--- config.mk ---
export PLATFORM = sky130hd
export DESIGN_NAME = led_unstack_mode
export DESIGN_NICKNAME = d
export VERILOG_FILES = /design/src/rtl/led_unstack_mode_pkg.sv /design/src/rtl/mode_tick_div.sv /design/src/rtl/led_unstack_mode.sv
export SDC_FILE = /design/constraint.sdc
export NUM_CORES = 1
export LEC_CHECK = 0
export CAP_MARGIN = 5
export CORE_MARGIN = 2
export CORE_UTILIZATION = 30
export DETAILED_ROUTE_END_ITERATION = 8
export PLACE_DENSITY = 0.61
export REMOVE_ABC_BUFFERS = 1
export SETUP_SLACK_MARGIN = 0.3
export SLEW_MARGIN = 20
export SYNTH_ARGS = -nofsm -noshare
export SYNTH_HDL_FRONTEND = slang
export SYNTH_HIERARCHICAL = 1
export SYNTH_SLANG_ARGS = --single-unit
--- constraint.sdc ---
create_clock -name clk -period 1.96 [get_ports clk]
set_input_delay 0.392 -clock clk [delete_from_list [all_inputs] [get_ports clk]]
set_output_delay 0.392 -clock clk [all_outputs]
set_load 0.01 [all_outputs]
--- src/rtl/led_unstack_mode_pkg.sv ---
// Shared definitions for the LED mode generators: FSM state encoding and the
// default LED count.
package led_unstack_mode_pkg;

  localparam int unsigned LED_WIDTH = 8;

  typedef enum logic [1:0] {
    STACK = 2'd0,
    FALL  = 2'd1,
    EMPTY = 2'd2
  } mode_state_e;

endpackage

--- src/rtl/mode_tick_div.sv ---
// Enable-gated prescaler: emits a one-cycle step strobe every TICK_DIV enabled
// cycles. The count freezes while en is low.
module mode_tick_div #(
  parameter int unsigned TICK_DIV = 1
) (
  input  logic clk,
  input  logic reset,
  input  logic en,
  output logic step
);

  localparam int unsigned CW = (TICK_DIV > 1) ? $clog2(TICK_DIV) : 1;
  localparam logic [CW-1:0] LAST = CW'(TICK_DIV - 1);
  localparam logic [CW-1:0] ONE  = CW'(1);

  logic [CW-1:0] r_cnt;
  logic          w_last;

  assign w_last = (r_cnt == LAST);
  assign step   = en && w_last;

  always_ff @(posedge clk or posedge reset) begin
    if (reset) begin
      r_cnt <= '0;
    end else if (en) begin
      r_cnt <= w_last ? '0 : r_cnt + ONE;
    end
  end

endmodule

--- src/rtl/led_unstack_mode.sv ---
// Unstacking LED mode: starts all-on, releases the lowest stacked LED which
// falls bit by bit to bit 0, and wraps to all-on once the display is dark.
module led_unstack_mode
  import led_unstack_mode_pkg::*;
#(
  parameter int unsigned WIDTH    = LED_WIDTH,
  parameter int unsigned TICK_DIV = 1
) (
  input  logic                       clk,
  input  logic                       reset,
  input  logic                       en,
  output logic [WIDTH-1:0]           OUT,
  output logic [$clog2(WIDTH+1)-1:0] stack_cnt,
  output logic                       done
);

  localparam int unsigned KW = $clog2(WIDTH + 1);
  localparam logic [KW-1:0]    K_FULL = KW'(WIDTH);
  localparam logic [KW-1:0]    ONE    = KW'(1);
  localparam logic [WIDTH-1:0] ALL1   = '1;
  localparam logic [WIDTH-1:0] BIT0   = WIDTH'(1);

  mode_state_e      r_state, w_state_d;
  logic [KW-1:0]    r_k, w_k_d;
  logic [KW-1:0]    r_p, w_p_d;
  logic [WIDTH-1:0] r_out, w_out_d;
  logic             r_done, w_done_d;
  logic [KW-1:0]    w_gap;
  logic             w_step;

  mode_tick_div #(
    .TICK_DIV (TICK_DIV)
  ) u_tick_div (
    .clk   (clk),
    .reset (reset),
    .en    (en),
    .step  (w_step)
  );

  // Position of the lowest stacked bit; zero means the stack fills the display.
  assign w_gap = K_FULL - r_k;

  always_comb begin
    w_state_d = r_state;
    w_k_d     = r_k;
    w_p_d     = r_p;
    w_done_d  = 1'b0;
    if (w_step) begin
      unique case (r_state)
        STACK: begin
          if (r_k != '0) begin
            w_k_d = r_k - ONE;
            if (w_gap != '0) begin
              w_p_d     = w_gap - ONE;
              w_state_d = FALL;
            end
          end
        end
        FALL: begin
          if (r_p != '0) begin
            w_p_d = r_p - ONE;
          end else begin
            w_state_d = (r_k == '0) ? EMPTY : STACK;
          end
        end
        EMPTY: begin
          w_k_d     = K_FULL;
          w_state_d = STACK;
          w_done_d  = 1'b1;
        end
        default: w_state_d = STACK;
      endcase
    end
    // Stack mask is the top k bits; the mover is overlaid only while falling.
    w_out_d = ~(ALL1 >> w_k_d);
    if (w_state_d == FALL) begin
      w_out_d = w_out_d | (BIT0 << w_p_d);
    end
  end

  always_ff @(posedge clk or posedge reset) begin
    if (reset) begin
      r_state <= STACK;
      r_k     <= K_FULL;
      r_p     <= '0;
      r_out   <= ALL1;
      r_done  <= 1'b0;
    end else begin
      r_state <= w_state_d;
      r_k     <= w_k_d;
      r_p     <= w_p_d;
      r_out   <= w_out_d;
      r_done  <= w_done_d;
    end
  end

  assign OUT       = r_out;
  assign stack_cnt = r_k;
  assign done      = r_done;

endmodule

# Word-level counts from Yosys, hierarchy flattened
# Index checks and enable logic that the tools add are counted.
# W data, S select, Z words.
[totals]
romBits = 0
mem_count = 0
input_bits = 3
latchBits = 0
regBits = 20
ram_bits = 0
wordCells = 43
[op_classes]
n_eq_ne = 3
shift = 2
muxes = 18
n_lt_le_gt_ge = 0
mul = 0
div_mod_pow = 0
addsub = 5
bitwise = 3
n_reduce_logical = 6
[ops]
columns = ["op", "count"]
rows = [
  ["$mux W4", 6],
  ["$pmux W4 S2", 2],
  ["$reduce_bool A4 Y1", 3],
  ["$sub A4 B1 Y4 const B", 3],
  ["$mux W2", 5],
  ["$mux W8", 1],
  ["$not A8 Y8", 1],
  ["$or A8 B8 Y8", 1],
  ["$shl A1 B4 Y8 const A", 1],
  ["$shr A8 B4 Y8 const A", 1],
  ["$eq A2 B1 Y1 const B", 2],
  ["$logic_not A4 Y1", 1],
  ["$pmux W2 S2", 1],
  ["$sub A4 B4 Y4 const A", 1],
  ["$mux W1", 3],
  ["$eq A2 B2 Y1 const B", 1],
  ["$logic_not A2 Y1", 1],
  ["$add A1 B1 Y1 const B", 1],
  ["$logic_and A1 B1 Y1", 1],
  ["$not A1 Y1", 1],
]

# Depth between registers and ports, before layout
# Gate-level depths: netlist (run 1).
[logic_depth]
ltp_word = 9
depth_mapped = 10

# By module
# Netlist (run 1), hierarchy kept.
[by_module_without_submodules]
columns = ["mod", "cells_per_inst", "n_inst", "area_each_um2"]
rows = [
  ["led_unstack_mode", 126, 1, 1216.2],
  ["mode_tick_div", 1, 1, 7.5],
]

# Worst setup path before layout (run 1)
# Ideal clock, no wire load.
[synth_timing]
path_type = "register to register"
start = "register r_k[0] (netlist: stack_cnt[0])"
end = "register r_out[1] (netlist: OUT[1])"
stages_incl_launch_ff = 11
period_less_slack_ns = 2.102
slack_ns = -0.142
t_arrival_ns = 2.003
setup_ns = 0.098
cell_sequence = "dfrtp_1 -> buf_4 -> inv_1 -> ha_1 -> buf_4 -> nor2b_4 -> nand2_2 -> mux2i_1 -> a221oi_4 -> inv_2 -> o311ai_1"
[synth_between]
elab_chain_len = 9
word_cells_on_any_way = 25
classes_between = "add/sub: 3; eq/ne: 1; shift: 2; mux: 14; bitwise: 2; reduce/logical: 3"
[synth_rtl]
columns = ["element", "line_no", "source"]
rows = [
  ["start, declared", "led_unstack_mode.sv:24", "logic [KW-1:0] r_k, w_k_d;"],
  ["start signal, assigned", "led_unstack_mode.sv:90", "r_k <= w_k_d;"],
  ["$sub A4 B4 Y4", "led_unstack_mode.sv:41", "assign w_gap = K_FULL - r_k;"],
  ["$sub A4 B1 Y4 / $reduce_bool A4 Y1 (equally long branches)", "led_unstack_mode.sv:54, led_unstack_mode.sv:53", ""],
  ["$mux W4", "led_unstack_mode.sv:53", "if (w_gap != '0) begin"],
  ["$mux W4 (*)", "led_unstack_mode.sv:51", "if (r_k != '0) begin"],
  ["$pmux W4 S2 (*)", "led_unstack_mode.sv:49", "unique case (r_state)"],
  ["$mux W4 (*)", "led_unstack_mode.sv:48", "if (w_step) begin"],
  ["net w_p_d[1]", "led_unstack_mode.sv:25", "logic [KW-1:0] r_p, w_p_d;"],
  ["$shl A1 B4 Y8 (*)", "led_unstack_mode.sv:77", "w_out_d = w_out_d | (BIT0 << w_p_d);"],
  ["$or A8 B8 Y8 (*)", "led_unstack_mode.sv:77", ""],
  ["$mux W8 (*)", "led_unstack_mode.sv:76", "if (w_state_d == FALL) begin"],
  ["net w_out_d[1]", "led_unstack_mode.sv:26", "logic [WIDTH-1:0] r_out, w_out_d;"],
  ["end signal, assigned", "led_unstack_mode.sv:92", "r_out <= w_out_d;"],
  ["end, declared", "led_unstack_mode.sv:26", ""],
]
# Mark *: on every way through the listed nets, which the timed path passes. The rest lies on a longest branch.
# A chain may end at the register's enable or synchronous reset.

# Final worst setup path (run 1)
[layout_timing]
start = "register r_state[1]"
end = "register r_out[3] (netlist: OUT[3])"
[layout_between]
word_cells_on_any_way = 18
classes_between = "eq/ne: 3; shift: 2; mux: 10; bitwise: 2; reduce/logical: 1"
[layout_rtl]
columns = ["element", "line_no", "source"]
rows = [
  ["start, declared", "led_unstack_mode.sv:23", "mode_state_e r_state, w_state_d;"],
  ["start signal, assigned", "led_unstack_mode.sv:89", "r_state <= w_state_d;"],
  ["$eq A2 B1 Y1 / $logic_not A2 Y1 (equally long branches)", "led_unstack_mode.sv:49", ""],
  ["$pmux W4 S2 (*)", "led_unstack_mode.sv:49", ""],
  ["$mux W4 (*)", "led_unstack_mode.sv:48", ""],
  ["net w_p_d[2]", "led_unstack_mode.sv:25", ""],
  ["$shl A1 B4 Y8 (*)", "led_unstack_mode.sv:77", ""],
  ["$or A8 B8 Y8 (*)", "led_unstack_mode.sv:77", ""],
  ["$mux W8 (*)", "led_unstack_mode.sv:76", ""],
  ["net w_out_d[3]", "led_unstack_mode.sv:26", ""],
]
# Marked as above.

==> results of run 1 <==
cell type report:
class	count	area, um^2	area share, %
Clock buffer	3	41.3	2.10
Clock inverter	1	7.51	0.382
Tap cell	50	62.6	3.18
Multi-Input combinational cell	87	769	39.2
Timing Repair Buffer	65	549	28.0
Inverter	12	45.0	2.29
Sequential cell	19	489	24.9
kinds of logic (layout without fill, tap and decap cells):
family          count (synthesis)  after routing  synth area share (%)
compound gates                 41             41                  25.8
xor+xnor                        1              1                 0.716
fa+ha+maj                       2              2                  2.04
buf+inv                        21             81                  8.28
flops                          19             19                  39.8
mux                             4              4                  3.27
simple gates                   39             39                  20.1
flip-flops by register name, indices dropped and copies added, names as in the netlist:
name	count
OUT	8
r_p	4
stack_cnt	4
r_state	2
done	1
worst max-delay path by stage:
stage,startpoint,to,slack (ns)
6_report,r_state[1],OUT[3],0.02
5_1_grt,r_state[1],OUT[3],-0.08
4_1_cts,stack_cnt[1],OUT[3],0.07
3_5_place_dp,en,OUT[3],-0.30
3_3_place_gp,en,OUT[3],-0.32
2_1_floorplan,stack_cnt[0],OUT[1],-0.15
cells in the mapped netlist (2+ instances only):
cell type	n	area, um^2
dfrtp_1	10	250
inv_1	10	37.5
dfstp_2	9	236
nor2_1	7	26.3
o21ai_0	7	35.0
o31ai_1	7	52.6
nand2_1	6	22.5
buf_4	5	37.5
mux2i_1	4	40.0
o21ai_1	4	20.0
o311ai_1	4	35.0
a21oi_1	3	15.0
buf_2	3	15.0
nand2b_1	3	18.8
nand4_1	3	18.8
nor2b_1	3	18.8
a31oi_1	2	12.5
ha_1	2	25.0
inv_2	2	7.51
nand3_1	2	10.0
nor3_1	2	10.0
nor3b_2	2	25.0
nor4b_1	2	17.5
where the power goes:
group	leakage (nW)	internal, mW	switching [mW]	total (mW)
sequential	0.212	0.618	0.112	0.731
clock	0.0217	0.144	0.147	0.291
combinational	0.630	1.30	1.17	2.47
total	0.864	2.06	1.43	3.49
worst register-to-register path, delay by kind of cell, from the launching register on:
kind / cells / cell delay [ns]
AND/OR/NAND/NOR: 3 / 0.59
AO/OA/AOI/OAI: 2 / 0.48
flip-flops: 1 / 0.46
buffers and inverters: 2 / 0.32
routing by layer:
layer	vias to the layer above	routed length [um]	part of all wire (%)	GRT usage [%]
li1	591	-	-	-
met1	631	1570	43	21.1
met2	26	1940	53	29.2
met3	8	85	2.3	1.64
met4	0	75	2.0	7.75
met5	-	0	0	0
what timing repair did:
item / 4_1_cts / 5_1_grt
pin swaps: 15 / 5
gates resized for setup: 33 / 13
setup endpoints to repair: 24 / 14
buffers inserted: 16 / 7
stage by stage:
stage	cells	hold WS [ns]	total power, mW	area (um^2)	utilization, %
after floorplan	118	0.337	1.71	1170	-
after global placement	210	0.648	2.52	1580	39.9
after detailed placement	210	0.671	2.55	1580	39.9
after CTS	230	0.454	3.26	1840	46.4
after global routing	237	0.469	3.75	1960	49.5
final	237	0.445	3.49	1960	49.5
==> key figures, run 1 <==
Setup path
  • CP dominant cell by count: buf_4
  • Critical-path cell list: nand2b_1 -> o21ai_1 -> nand3_2 -> buf_4 -> nand4b_1 -> buf_4 -> o311ai_2
  • CP top delay family: simple AND/OR/NAND/NOR gates
  • WP buf/inv: 2
  • CP max stage delay: 0.46 ns
  • CP Class: reg -> reg
  • Critical Path RT: 2.14 ns
  • R2r worst-path depth: 7
  • Critical path depth in cells: 7
  • Crit path max-delay cell type: dfrtp_1
  • R2r setup slk: 0.02 ns
  • Worst reg2reg endpoint: OUT[3]
  • Worst Setup Start Kind: flop
  • CP arrival: 2.12 ns
  • CP Capture Type: flop
  • CP max FO: 7
  • RR Startpoint: r_state[1]

Run status
  • Outcome: completed

Placement
  • Routability Congestion: 0.796
  • Buffers on Ports: 15
  • Dpl ws: -0.305 ns
  • Dpl hpwl: 2260 um

STA
  • Final setup TNS: 0 ns
  • Final setup viols: 0
  • Period utilisation layout: 98.9%
  • Worst slew pin tran: 0.341 ns
  • Fmax: 516 MHz
  • Post-layout min period: 1.94 ns
  • Max-slew headroom: 77.1%
  • Setup ws final: 0.0217 ns
  • RSZ-0062 raised after global routing: true
  • Count of final hold-check violations: 0
  • Final Skew: 0.00408 ns
  • Count of final max-slew check failures: 0

Yosys
  • Synth cell types: 48
  • Synth async-reset ratio: 100%
  • Post-synth EDFFs: 0
  • Synth Warn #: 6
  • Syn_area_per_cell: 9.64 um^2
  • Post-synthesis cell area: 1220 um^2
  • Synthesized flop and latch total: 19
  • Dominant synthesized flop cell: dfrtp_1
  • Post-Syn Instances: 127
  • Register area share after synthesis: 39.8%

Clocking
  • CTS Buf Count: 3
  • Clk_lat worst skew: 0.26 ns
  • Clock root buffer: clkbuf_8
  • H-tree levels: 1
  • Reg clk slew, reported paths: 0.08 ns
  • CTS Hold Bufs: 0
  • CTS sink count: 19
  • CTS tree: yes
  • Clock tree buffer depth: 2

Hold path
  • Hold crit path type: in -> async

Floorplan
  • Core Box Area: 3970 um^2
  • Die H: 67.9 um
  • Full die area: 4610 um^2
  • IO Count: 16
  • DIE WIDTH: 67.9 um
  • Initial Utilization: 30.8%
  • FP Rows: 23

Cells and area
  • Commonest non-fill, non-tap cell in the layout: buf_4
  • Share of layout cells above drive strength 1: 51.9%
  • FILL cells: 377
  • Inserted Diodes: 0
  • Leading cell types in the layout, fill and taps excluded: buf_4, dlygate4sd2_1, dfstp_2, dfrtp_1
  • Synthesis-to-finish area growth: 60.5%
  • Final #Nets: 193

Drt
  • DR WL/cell: 15.5 um
  • Via density: 5.30
  • Final ANT Viol Nets: 0
  • Vias: 1256
  • DRC viols: 0
  • WL final: 3670 um
  • Detailed Route Iter0 Violations: 70
  • First-pass DRT Iterations: 4

Power and ir drop
  • VDD IR max: 0.864 mV
  • Leakage: 0.864 nW
  • PD cells: 1780 nW/um^2

Global route
  • First-pass GRT wire length: 5750 um
  • Initial antenna violation count: 0
  • Vias in the first global route: 1246
  • Tot GR Track Use: 16.8%
  • GRT Residual Overflow: 0
  • Largest net degree at the start of global routing: 20

Run
  • Max cap viols: 0
(Power assumes the default switching activity.)
==> inputs of run 2 (changes only) <==
CORE_UTILIZATION = 40   (was 30)
PLACE_DENSITY = 0.74   (was 0.61)
==> key figures, run 2 (synthesis gave the netlist of run 1 again) <==
Run status
  • Outcome: completed (unchanged)

Drt
  • WL final: 3630 um (was 3670 um)
  • Vias: 1247 (was 1256)
  • Via density: 5.83 (was 5.30)
  • First-pass DRT Iterations: 4 (unchanged)
  • Detailed Route Iter0 Violations: 41 (was 70)
  • Final ANT Viol Nets: 0 (unchanged)
  • DR WL/cell: 16.9 um (was 15.5 um)
  • DRC viols: 0 (unchanged)

Clocking
  • Clock root buffer: clkbuf_4 (was clkbuf_8)
  • CTS Buf Count: 3 (unchanged)
  • CTS sink count: 19 (unchanged)
  • CTS tree: yes (unchanged)
  • CTS Hold Bufs: 0 (unchanged)
  • Clock tree buffer depth: 2 (unchanged)
  • Clk_lat worst skew: 0.31 ns (was 0.26 ns)
  • H-tree levels: 1 (unchanged)
  • Reg clk slew, reported paths: 0.12 ns (was 0.08 ns)

Cells and area
  • Register area: 488 um^2 (was 489 um^2)
  • Synthesis-to-finish area growth: 51.9% (was 60.5%)
  • Commonest non-fill, non-tap cell in the layout: buf_4 (unchanged)
  • Leading cell types in the layout, fill and taps excluded: buf_4, dlygate4sd2_1, dfstp_2, dfrtp_1, o21ai_0 (was buf_4, dlygate4sd2_1, dfstp_2, dfrtp_1)
  • Max reg flops: 8 (unchanged)
  • Cell area after layout: 1860 um^2 (was 1960 um^2)
  • Final #Nets: 187 (was 193)
  • Share of layout cells above drive strength 1: 50.8% (was 51.9%)
  • Post-route insts no fill: 214 (was 237)
  • FILL cells: 240 (was 377)
  • Inserted Diodes: 0 (unchanged)
  • Multi-input logic area: 774 um^2 (was 769 um^2)
  • Layout Utilization: 62.4% (was 49.5%)

Setup path
  • CP arrival: 2.16 ns (was 2.12 ns)
  • CP Class: reg -> reg (unchanged)
  • R2r worst-path depth: 8 (was 7)
  • Critical Path RT: 2.18 ns (was 2.14 ns)
  • CP max stage delay: 0.40 ns (was 0.46 ns)
  • R2r setup slk: 0.02 ns (about the same)
  • Critical-path cell list: inv_2 -> ha_4 -> nor2b_4 -> nand2_2 -> mux2i_2 -> a221oi_4 -> inv_2 -> o311ai_2 (was nand2b_1 -> o21ai_1 -> nand3_2 -> buf_4 -> nand4b_1 -> buf_4 -> o311ai_2)
  • CP Capture Type: flop (unchanged)
  • Worst Setup Start Kind: flop (unchanged)
  • RR Startpoint: stack_cnt[0] (was r_state[1])
  • Worst reg2reg endpoint: OUT[1] (was OUT[3])
  • CP dominant cell by count: inv_2 (was buf_4)
  • CP max FO: 5 (was 7)
  • Crit path max-delay cell type: dfrtp_1 (unchanged)

Global route
  • Met2 usage: 37.7% (was 29.2%)
  • Tot GR Track Use: 22.9% (was 16.8%)
  • GR Util met3: 3.28% (was 1.64%)
  • Vias in the first global route: 1238 (was 1246)
  • Largest net degree at the start of global routing: 20 (unchanged)
  • Grt met1 use: 28.6% (was 21.1%)
  • GR peak layer: met2 (unchanged)
  • GRT Residual Overflow: 0 (unchanged)
  • Initial antenna violation count: 0 (unchanged)
  • First-pass GRT wire length: 5880 um (was 5750 um)

Placement
  • Post-Place Cells: 198 (was 210)
  • Buffers on Ports: 15 (unchanged)
  • Dpl hpwl: 2350 um (was 2260 um)
  • Routability Congestion: 0.924 (was 0.796)
  • Dpl cell area: 1600 um^2 (was 1580 um^2)

STA
  • RSZ-0062 raised after global routing: true (unchanged)
  • Final setup TNS: 0 ns (unchanged)
  • Count of final max-slew check failures: 0 (unchanged)
  • Final Skew: 0.00589 ns (was 0.00408 ns)
  • Final setup viols: 0 (unchanged)
  • Worst slew pin tran: 0.474 ns (was 0.341 ns)
  • Max-slew headroom: 68.2% (was 77.1%)
  • Period utilisation layout: 98.8% (was 98.9%)
  • Count of final hold-check violations: 0 (unchanged)
  • Post-layout min period: 1.94 ns (about the same)
  • Fmax: 516 MHz (about the same)

Floorplan
  • FP Rows: 20 (was 23)
  • Full die area: 3520 um^2 (was 4610 um^2)
  • Initial Utilization: 41.1% (was 30.8%)
  • IO Count: 16 (unchanged)
  • Core Box Area: 2980 um^2 (was 3970 um^2)
  • DIE WIDTH: 59.3 um (was 67.9 um)
  • Die H: 59.3 um (was 67.9 um)

Power and ir drop
  • PD cells: 1820 nW/um^2 (was 1780 nW/um^2)
  • Leakage: 0.810 nW (was 0.864 nW)
  • VDD IR max: 1.08 mV (was 0.864 mV)

Hold path
  • Hold crit path type: in -> async (unchanged)

Run
  • Max cap viols: 0 (unchanged)
==> run 2: worst max-delay path by stage <==
| stage | slack [ns] | end | startpoint | cells after the start |
|---|---|---|---|---|
| 2_1_floorplan | -0.15 | OUT[1] | stack_cnt[0] | 8 |
| 6_report | 0.02 | OUT[1] | stack_cnt[0] | 8 |
| 5_1_grt | -0.08 | OUT[0] | r_p[1] | 7 |
| 3_3_place_gp | -0.27 | OUT[1] | en | 7 |
| 4_1_cts | 0.09 | OUT[5] | r_p[0] | 8 |
| 3_5_place_dp | -0.34 | OUT[1] | en | 7 |
==> run 2: layout make-up <==
type                       instances  area share (%)
tap                               33            2.22
clock buffer                       3            1.21
clock inverter                     1           0.269
multi-input combinational         87            41.7
sequential                        19            26.2
timing repair buffer              59            26.0
inverter                          12            2.42
==> run 2: layer usage <==
layer | up-vias | wire [um] | part of all wire [%]
met3 | 10 | 107 | 3.0
met5 | - | 0 | 0
met2 | 29 | 1910 | 53
met4 | 0 | 104 | 2.9
met1 | 624 | 1500 | 41
li1 | 584 | - | -
==> run 2: worst max-delay path: cells and delay by family (launching register included) <==
kind | cells | cell delay [ns]
compound gates | 2 | 0.65
flops | 1 | 0.40
simple gates | 2 | 0.24
buf+inv | 2 | 0.21
mux | 1 | 0.18
fa+ha+maj | 1 | 0.15
==> run 2: repair_timing <==
action / 4_1_cts / 5_1_grt
resized for setup: 33 / 12
setup buffers: 8 / 4
pin swaps: 9 / 10
setup endpoints to repair: 23 / 11
==> run 2: power breakdown <==
group,switching [mW],internal (mW)
Combinational,1.20,1.24
Clock,0.135,0.0765
Sequential,0.116,0.618
Total,1.45,1.94
==> run 2: per-stage QoR <==
| step | hold WS [ns] | worst slack, ns | power, mW |
|---|---|---|---|
| after global placement | 0.618 | -0.270 | 2.51 |
| final | 0.403 | 0.0233 | 3.39 |
| after floorplan | 0.337 | -0.153 | 1.71 |
| after detailed placement | 0.641 | -0.343 | 2.56 |
| after CTS | 0.408 | 0.0867 | 3.09 |
| after global routing | 0.443 | -0.0792 | 3.61 |
